===== config.mk =====
export PLATFORM = sky130hd
export DESIGN_NAME = glitch_sequencer_flat
export DESIGN_NICKNAME = d
export VERILOG_FILES = /design/src/rtl/glitch_sequencer_if.sv /design/src/rtl/glitch_sequencer.sv /design/src/flat_wrapper.sv
export SDC_FILE = /design/constraint.sdc
export NUM_CORES = 1
export LEC_CHECK = 0
export CORE_UTILIZATION = 35
export DETAILED_ROUTE_END_ITERATION = 6
export SETUP_SLACK_MARGIN = 0.15
export SLEW_MARGIN = 0
export SYNTH_ARGS = -nofsm -noshare
export SYNTH_HDL_FRONTEND = slang
export SYNTH_SLANG_ARGS = --single-unit

===== constraint.sdc =====
create_clock -name clk -period 4.5 [get_ports clk]
set_input_delay 0.9 -clock clk [delete_from_list [all_inputs] [get_ports clk]]
set_output_delay 0.9 -clock clk [all_outputs]
set_load 0.01 [all_outputs]

===== src/rtl/glitch_sequencer_if.sv =====
// Configuration, trigger and glitch-control signals shared by glitch_sequencer and its driver.
interface glitch_sequencer_if;
  logic        glitch_en;
  logic [15:0] glitch_pos;
  logic [15:0] glitch_width;
  logic [15:0] glitch_period;
  logic [15:0] glitch_pos_fine;
  logic        fine_ready;
  logic        trigger;
  logic        glitch_sel;
  logic [15:0] fine_delay;
  logic        fine_load;
  logic        busy;
  logic        done;
  logic [15:0] burst_cnt;

  modport master (
    output glitch_en, glitch_pos, glitch_width, glitch_period, glitch_pos_fine,
           fine_ready, trigger,
    input  glitch_sel, fine_delay, fine_load, busy, done, burst_cnt
  );

  modport slave (
    input  glitch_en, glitch_pos, glitch_width, glitch_period, glitch_pos_fine,
           fine_ready, trigger,
    output glitch_sel, fine_delay, fine_load, busy, done, burst_cnt
  );
endinterface


===== src/rtl/glitch_sequencer.sv =====
// Clock-glitch sequencer: arms on a trigger rising edge, waits a coarse delay, then issues glitch_sel bursts.
// Define GLITCH_SEQ_FINE_DELAY_EN to add the phase-shifter load / settle handshake before arming.
module glitch_sequencer (
  input  logic              clk,
  input  logic              rst,
  glitch_sequencer_if.slave bus
);
  localparam logic [2:0] IDLE      = 3'd0;
  localparam logic [2:0] ARM       = 3'd3;
  localparam logic [2:0] DELAY     = 3'd4;
  localparam logic [2:0] GLITCH    = 3'd5;
  localparam logic [2:0] GAP       = 3'd6;
  localparam logic [2:0] DONE      = 3'd7;
`ifdef GLITCH_SEQ_FINE_DELAY_EN
  localparam logic [2:0] LOAD      = 3'd1;
  localparam logic [2:0] WAIT_FINE = 3'd2;
  localparam logic [2:0] ENTRY     = LOAD;
`else
  localparam logic [2:0] ENTRY     = ARM;
`endif

  logic [2:0]  state_r;
  logic [2:0]  state_nx_s;
  logic [15:0] cnt_r;
  logic [15:0] cnt_nx_s;
  logic [15:0] width_r;
  logic [15:0] period_r;
  logic [15:0] burst_cnt_r;
  logic        trig_prev_r;
  logic        glitch_sel_r;
  logic        busy_r;
  logic        done_r;
  logic        start_s;
  logic        burst_end_s;
  logic [2:0]  after_state_s;
  logic [15:0] after_cnt_s;

  // Successor of a completed burst (real or zero-width).
  always_comb begin
    after_state_s = DONE;
    after_cnt_s   = 16'd0;
    if (period_r == 16'd0 || !bus.trigger) begin
      after_state_s = DONE;
      after_cnt_s   = 16'd0;
    end else if (period_r > width_r) begin
      after_state_s = GAP;
      after_cnt_s   = period_r - width_r;
    end else begin
      after_state_s = GLITCH;
      after_cnt_s   = width_r;
    end
  end

  // Next-state logic; the counter holds the remaining cycles of DELAY, GLITCH or GAP.
  always_comb begin
    state_nx_s  = state_r;
    cnt_nx_s    = cnt_r;
    start_s     = 1'b0;
    burst_end_s = 1'b0;
    if (state_r != IDLE && !bus.glitch_en) begin
      state_nx_s = IDLE;
    end else begin
      case (state_r)
        IDLE: begin
          if (bus.glitch_en) state_nx_s = ENTRY;
          else               state_nx_s = IDLE;
        end
`ifdef GLITCH_SEQ_FINE_DELAY_EN
        LOAD: state_nx_s = WAIT_FINE;
        WAIT_FINE: begin
          if (bus.fine_ready) state_nx_s = ARM;
          else                state_nx_s = WAIT_FINE;
        end
`endif
        ARM: begin
          if (bus.trigger && !trig_prev_r) begin
            start_s    = 1'b1;
            state_nx_s = DELAY;
            cnt_nx_s   = bus.glitch_pos;
          end else begin
            state_nx_s = ARM;
          end
        end
        // A count of 0 or 1 both mean this is the last cycle here.
        DELAY, GAP: begin
          if (cnt_r > 16'd1) begin
            cnt_nx_s = cnt_r - 16'd1;
          end else if (width_r == 16'd0) begin
            burst_end_s = 1'b1;
            state_nx_s  = after_state_s;
            cnt_nx_s    = after_cnt_s;
          end else begin
            state_nx_s = GLITCH;
            cnt_nx_s   = width_r;
          end
        end
        GLITCH: begin
          if (cnt_r > 16'd1) begin
            cnt_nx_s = cnt_r - 16'd1;
          end else begin
            burst_end_s = 1'b1;
            state_nx_s  = after_state_s;
            cnt_nx_s    = after_cnt_s;
          end
        end
        DONE:    state_nx_s = ARM;
        default: state_nx_s = IDLE;
      endcase
    end
  end

  // State, latched parameters, burst counter and registered outputs.
  always_ff @(posedge clk) begin
    if (rst) begin
      state_r      <= IDLE;
      cnt_r        <= 16'd0;
      width_r      <= 16'd0;
      period_r     <= 16'd0;
      burst_cnt_r  <= 16'd0;
      trig_prev_r  <= 1'b0;
      glitch_sel_r <= 1'b0;
      busy_r       <= 1'b0;
      done_r       <= 1'b0;
    end else begin
      state_r     <= state_nx_s;
      cnt_r       <= cnt_nx_s;
      trig_prev_r <= bus.trigger;
      if (start_s) begin
        width_r     <= bus.glitch_width;
        period_r    <= bus.glitch_period;
        burst_cnt_r <= 16'd0;
      end else if (burst_end_s && burst_cnt_r != 16'hFFFF) begin
        burst_cnt_r <= burst_cnt_r + 16'd1;
      end
      glitch_sel_r <= (state_nx_s == GLITCH);
      busy_r       <= (state_nx_s == DELAY) || (state_nx_s == GLITCH) || (state_nx_s == GAP);
      done_r       <= (state_nx_s == DONE);
    end
  end

`ifdef GLITCH_SEQ_FINE_DELAY_EN
  logic        fine_load_r;
  logic [15:0] fine_delay_r;

  // Phase-shifter strobe and value, captured as LOAD is entered.
  always_ff @(posedge clk) begin
    if (rst) begin
      fine_load_r  <= 1'b0;
      fine_delay_r <= 16'd0;
    end else begin
      fine_load_r <= (state_nx_s == LOAD);
      if (state_nx_s == LOAD) fine_delay_r <= bus.glitch_pos_fine;
    end
  end

  assign bus.fine_load  = fine_load_r;
  assign bus.fine_delay = fine_delay_r;
`else
  logic unused_fine_s;
  assign unused_fine_s  = bus.fine_ready ^ (^bus.glitch_pos_fine);
  assign bus.fine_load  = 1'b0;
  assign bus.fine_delay = 16'd0;
`endif

  assign bus.glitch_sel = glitch_sel_r;
  assign bus.busy       = busy_r;
  assign bus.done       = done_r;
  assign bus.burst_cnt  = burst_cnt_r;
endmodule


===== src/flat_wrapper.sv =====
// flat-port wrapper written by rule: the top's interface ports become plain ports
module glitch_sequencer_flat 
  (clk, rst, bus_glitch_en, bus_glitch_pos, bus_glitch_width, bus_glitch_period, bus_glitch_pos_fine, bus_fine_ready, bus_trigger, bus_glitch_sel, bus_fine_delay, bus_fine_load, bus_busy, bus_done, bus_burst_cnt);
  glitch_sequencer_if bus_i ();
  input  logic clk;
  input  logic rst;
  input wire logic [$bits(bus_i.glitch_en)-1:0] bus_glitch_en;
  input wire logic [$bits(bus_i.glitch_pos)-1:0] bus_glitch_pos;
  input wire logic [$bits(bus_i.glitch_width)-1:0] bus_glitch_width;
  input wire logic [$bits(bus_i.glitch_period)-1:0] bus_glitch_period;
  input wire logic [$bits(bus_i.glitch_pos_fine)-1:0] bus_glitch_pos_fine;
  input wire logic [$bits(bus_i.fine_ready)-1:0] bus_fine_ready;
  input wire logic [$bits(bus_i.trigger)-1:0] bus_trigger;
  output wire logic [$bits(bus_i.glitch_sel)-1:0] bus_glitch_sel;
  output wire logic [$bits(bus_i.fine_delay)-1:0] bus_fine_delay;
  output wire logic [$bits(bus_i.fine_load)-1:0] bus_fine_load;
  output wire logic [$bits(bus_i.busy)-1:0] bus_busy;
  output wire logic [$bits(bus_i.done)-1:0] bus_done;
  output wire logic [$bits(bus_i.burst_cnt)-1:0] bus_burst_cnt;
  assign bus_i.glitch_en = bus_glitch_en;
  assign bus_i.glitch_pos = bus_glitch_pos;
  assign bus_i.glitch_width = bus_glitch_width;
  assign bus_i.glitch_period = bus_glitch_period;
  assign bus_i.glitch_pos_fine = bus_glitch_pos_fine;
  assign bus_i.fine_ready = bus_fine_ready;
  assign bus_i.trigger = bus_trigger;
  assign bus_glitch_sel = bus_i.glitch_sel;
  assign bus_fine_delay = bus_i.fine_delay;
  assign bus_fine_load = bus_i.fine_load;
  assign bus_busy = bus_i.busy;
  assign bus_done = bus_i.done;
  assign bus_burst_cnt = bus_i.burst_cnt;
  glitch_sequencer u_core (.clk(clk), .rst(rst), .bus(bus_i));
endmodule

==> run_results.csv <==
group,metric,value,unit
outcome,outcome,"finished, final reports clean",
logic_synthesis,ys_ff_latch,71,
die,start_util,36.24,%
clock_network,cts_root_buf,"clkbuf_16",
logic_synthesis,synthFlopType,"dfxtp_1",
sta,rsz0062_at_grt,"false",
logic_synthesis,ys_seq_area_share,29.27,%
cells_and_area,syn2layout_area_growth,22.49,%
die,rows,42,
setup_path,crit_required,4760,ps
worst_hold_path,hold_path.class,"flop to flop",
cells_and_area,fin_nets,801,
die,core,13400,sq um
logic_synthesis,yosysTopAreaCell,"dfxtp_1",
sta,finalWorstSetupSlack,1081,ps
cells_and_area,final_common_cell,"nand2_1",
die,die_w,119.8,um
setup_path,crit_path_start_kind,"flop",
setup_path,cp_data_arrival_time,3680,ps
die,die_area,14350,sq um
pwr,peakVddDrop,0.2337,mV
sta,tightestPinTransition,850.1,ps
clock_network,cts_made_buffers,9,
logic_synthesis,synth.area.top_cells,"dfxtp_1, a21oi_1, nand2_1",
global_routing,grt_pass1_vias,4743,
logic_synthesis,synthArstFlopShare,0,%
routing,wirelength,15.32,mm
sta,finalCriticalPeriod,3419,ps
job,drv_cap,0,
pwr,p_leak,2.258,nW
clock_network,clkTransAtPathRegs,60,ps
sta,max_freq,0.2925,GHz
logic_synthesis,synth.cell_area,4856,sq um
sta,setup_viol,0,
global_routing,antenna_found_initial,0,
clock_network,clk_latency,350,ps
setup_path,cp_max_fo,15,
routing,drtIter0Drc,548,
clock_network,cts_resized,0,
routing,vias,5181,
die,ios,105,
clock_network,cts_tree,"yes",
cells_and_area,drive_above_1_share,5.858,%
pwr,powerDensity,278.6,nW/um^2
sta,fin_crit_sh,75.98,%
global_routing,grt_max_degree,35,
routing,drc,0,
logic_synthesis,synth_edf_count,0,
sta,relSlewSlack,43.15,%
routing,ant_nets,0,
clock_network,cts.sinks,71,
sta,finalClockSkew,10.47,ps
global_routing,grt_pass1_wl,24.32,mm
die,die_h,119.8,um
cells_and_area,fillers,1388,
logic_synthesis,ys_warn_count,0,
routing,drtPass1Iterations,5,
global_routing,grt_usage,21.49,%
place,portBuffers,70,
setup_path,endpoint_kind,"flop",
clock_network,clock_path_buffers,2,
routing,vias_per_cell,5.802,
place,dp_hpwl,11.35,mm
global_routing,grt.overflow.total,0,
setup_path,r2r_start,"u_core.width_r[0]$_SDFFE_PP0P_",
cells_and_area,n_antenna_cell,0,
setup_path,cp-startpoint,"u_core.width_r[0]$_SDFFE_PP0P_",
clock_network,cts_max_level,3,
logic_synthesis,synth_top_area_share,29.27,%
sta,tns,0,ps
clock_network,ctsHoldBuffers,0,
worst_hold_path,hold_start,"u_core.period_r[8]$_SDFFE_PP0P_",
routing,wl_per_cell,17.15,um
sta,slew_viol_final,0,
clock_network,cts_setup_buffers,0,
sta,hold_viol_final,0,
place,place_ws,1151,ps
place,gp_congestion,0.9246,
cells_and_area,layout_common_cells,"nand2_1, a21oi_1, dfxtp_1",
setup_path,critPathKind,"flop to flop",
logic_synthesis,synth_cell_types,67,
logic_synthesis,syn_area_per_cell,7.357,sq um
logic_synthesis,synth_cells,660,
pwr,power.total,1.657,mW
==> state kept, by name, summed over array words and instances (netlist names) <==
signal,flops
u_core.bus.done,1
u_core.bus.busy,1
u_core.cnt_r,16
u_core.bus.burst_cnt,16
u_core.trig_prev_r,1
u_core.bus.glitch_sel,1
u_core.state_r,3
u_core.width_r,16
u_core.period_r,16
==> routing by layer <==
layer | track usage, % | part of all wire, % | vias up
met5 | 0 | 0 | -
met2 | 32.12 | 44 | 262
met1 | 29.39 | 45 | 2412
met3 | 4.230 | 8.8 | 28
li1 | - | - | 2479
met4 | 10.47 | 2.5 | 0
==> cell usage after synthesis (all sizes together), types with 3 or more instances <==
cell	n
a31oi	14
o2111ai	3
nor2b	3
o31ai	6
nor4	13
buf	21
or2	5
xnor2	8
a21o	3
nor3b	6
dfxtp	71
or3	7
and2	7
nor3	18
a21oi	72
or4	8
a41oi	5
nand4	17
a211oi	12
and3	10
o21a	3
o221ai	4
o21ai	26
nand2b	3
ha	19
nand3	20
o211ai	6
xor2	20
o22ai	4
a221oi	6
nor2	50
nand2	95
clkbuf	31
inv	29
==> power breakdown <==
group / total (mW) / internal [mW] / switching (mW)
Sequential: 0.646 / 0.635 / 0.0108
Clock: 0.790 / 0.492 / 0.298
Combinational: 0.221 / 0.0957 / 0.125
Total: 1.66 / 1.22 / 0.434
==> layout make-up <==
cell class	instances	area (sq um)	share of cell area (%)
Sequential cell	71	1421	23.90
Clock inverter	7	100.1	1.683
Clock buffer	9	225.2	3.786
Multi-Input combinational cell	523	3115	52.38
Inverter	30	112.6	1.893
Timing Repair Buffer	77	753.2	12.66
Tap cell	176	220.2	3.702
==> worst paths after layout <==
check	end	slack (ps)	cells past startpoint
worst min-delay path	u_core.period_r[8]$_SDFFE_PP0P_	480	2
worst min register to register	u_core.period_r[8]$_SDFFE_PP0P_	480	2
worst max register to register	u_core.bus.glitch_sel$_SDFF_PP0_	1080	11
worst max-delay path	u_core.bus.glitch_sel$_SDFF_PP0_	1080	11
==> kinds of logic (layout without fill, tap and decap cells) <==
logic type	count (synthesis)	after routing	synth area share, %
buffers and inverters	82	123	7.858
and+or+nand+nor	268	268	27.03
AOI/OAI and AO/OA	189	189	25.20
xor gates and xnor gates	28	28	5.050
DFF	71	71	29.27
muxes	1	1	0.2061
adders and majority gates	20	20	5.308
other	1	17	0.07723
==> stage by stage <==
stage          utilization, %  area, sq um  hold WS [ps]  std cells
4_1_cts                 44.39         5948         483.5        893
5_1_grt                 44.39         5948         505.1        893
6_report                44.39         5948         479.7        893
3_3_place_gp            41.96         5623         473.4        877
2_1_floorplan               -         4916         449.3        676
3_5_place_dp            41.96         5623         473.3        877
==> worst max-delay path, stage by stage, from the launching register on <==
cell and delay, ps:
dfxtp_1 480, ha_1 230, inv_1 60, fa_1 400
a211oi_1 410, nor4_1 130, a311o_1 390, a31oi_1 210
buf_4 240, nand2_1 90, a221oi_1 450, nor3b_1 240
(Power assumes the default switching activity.)
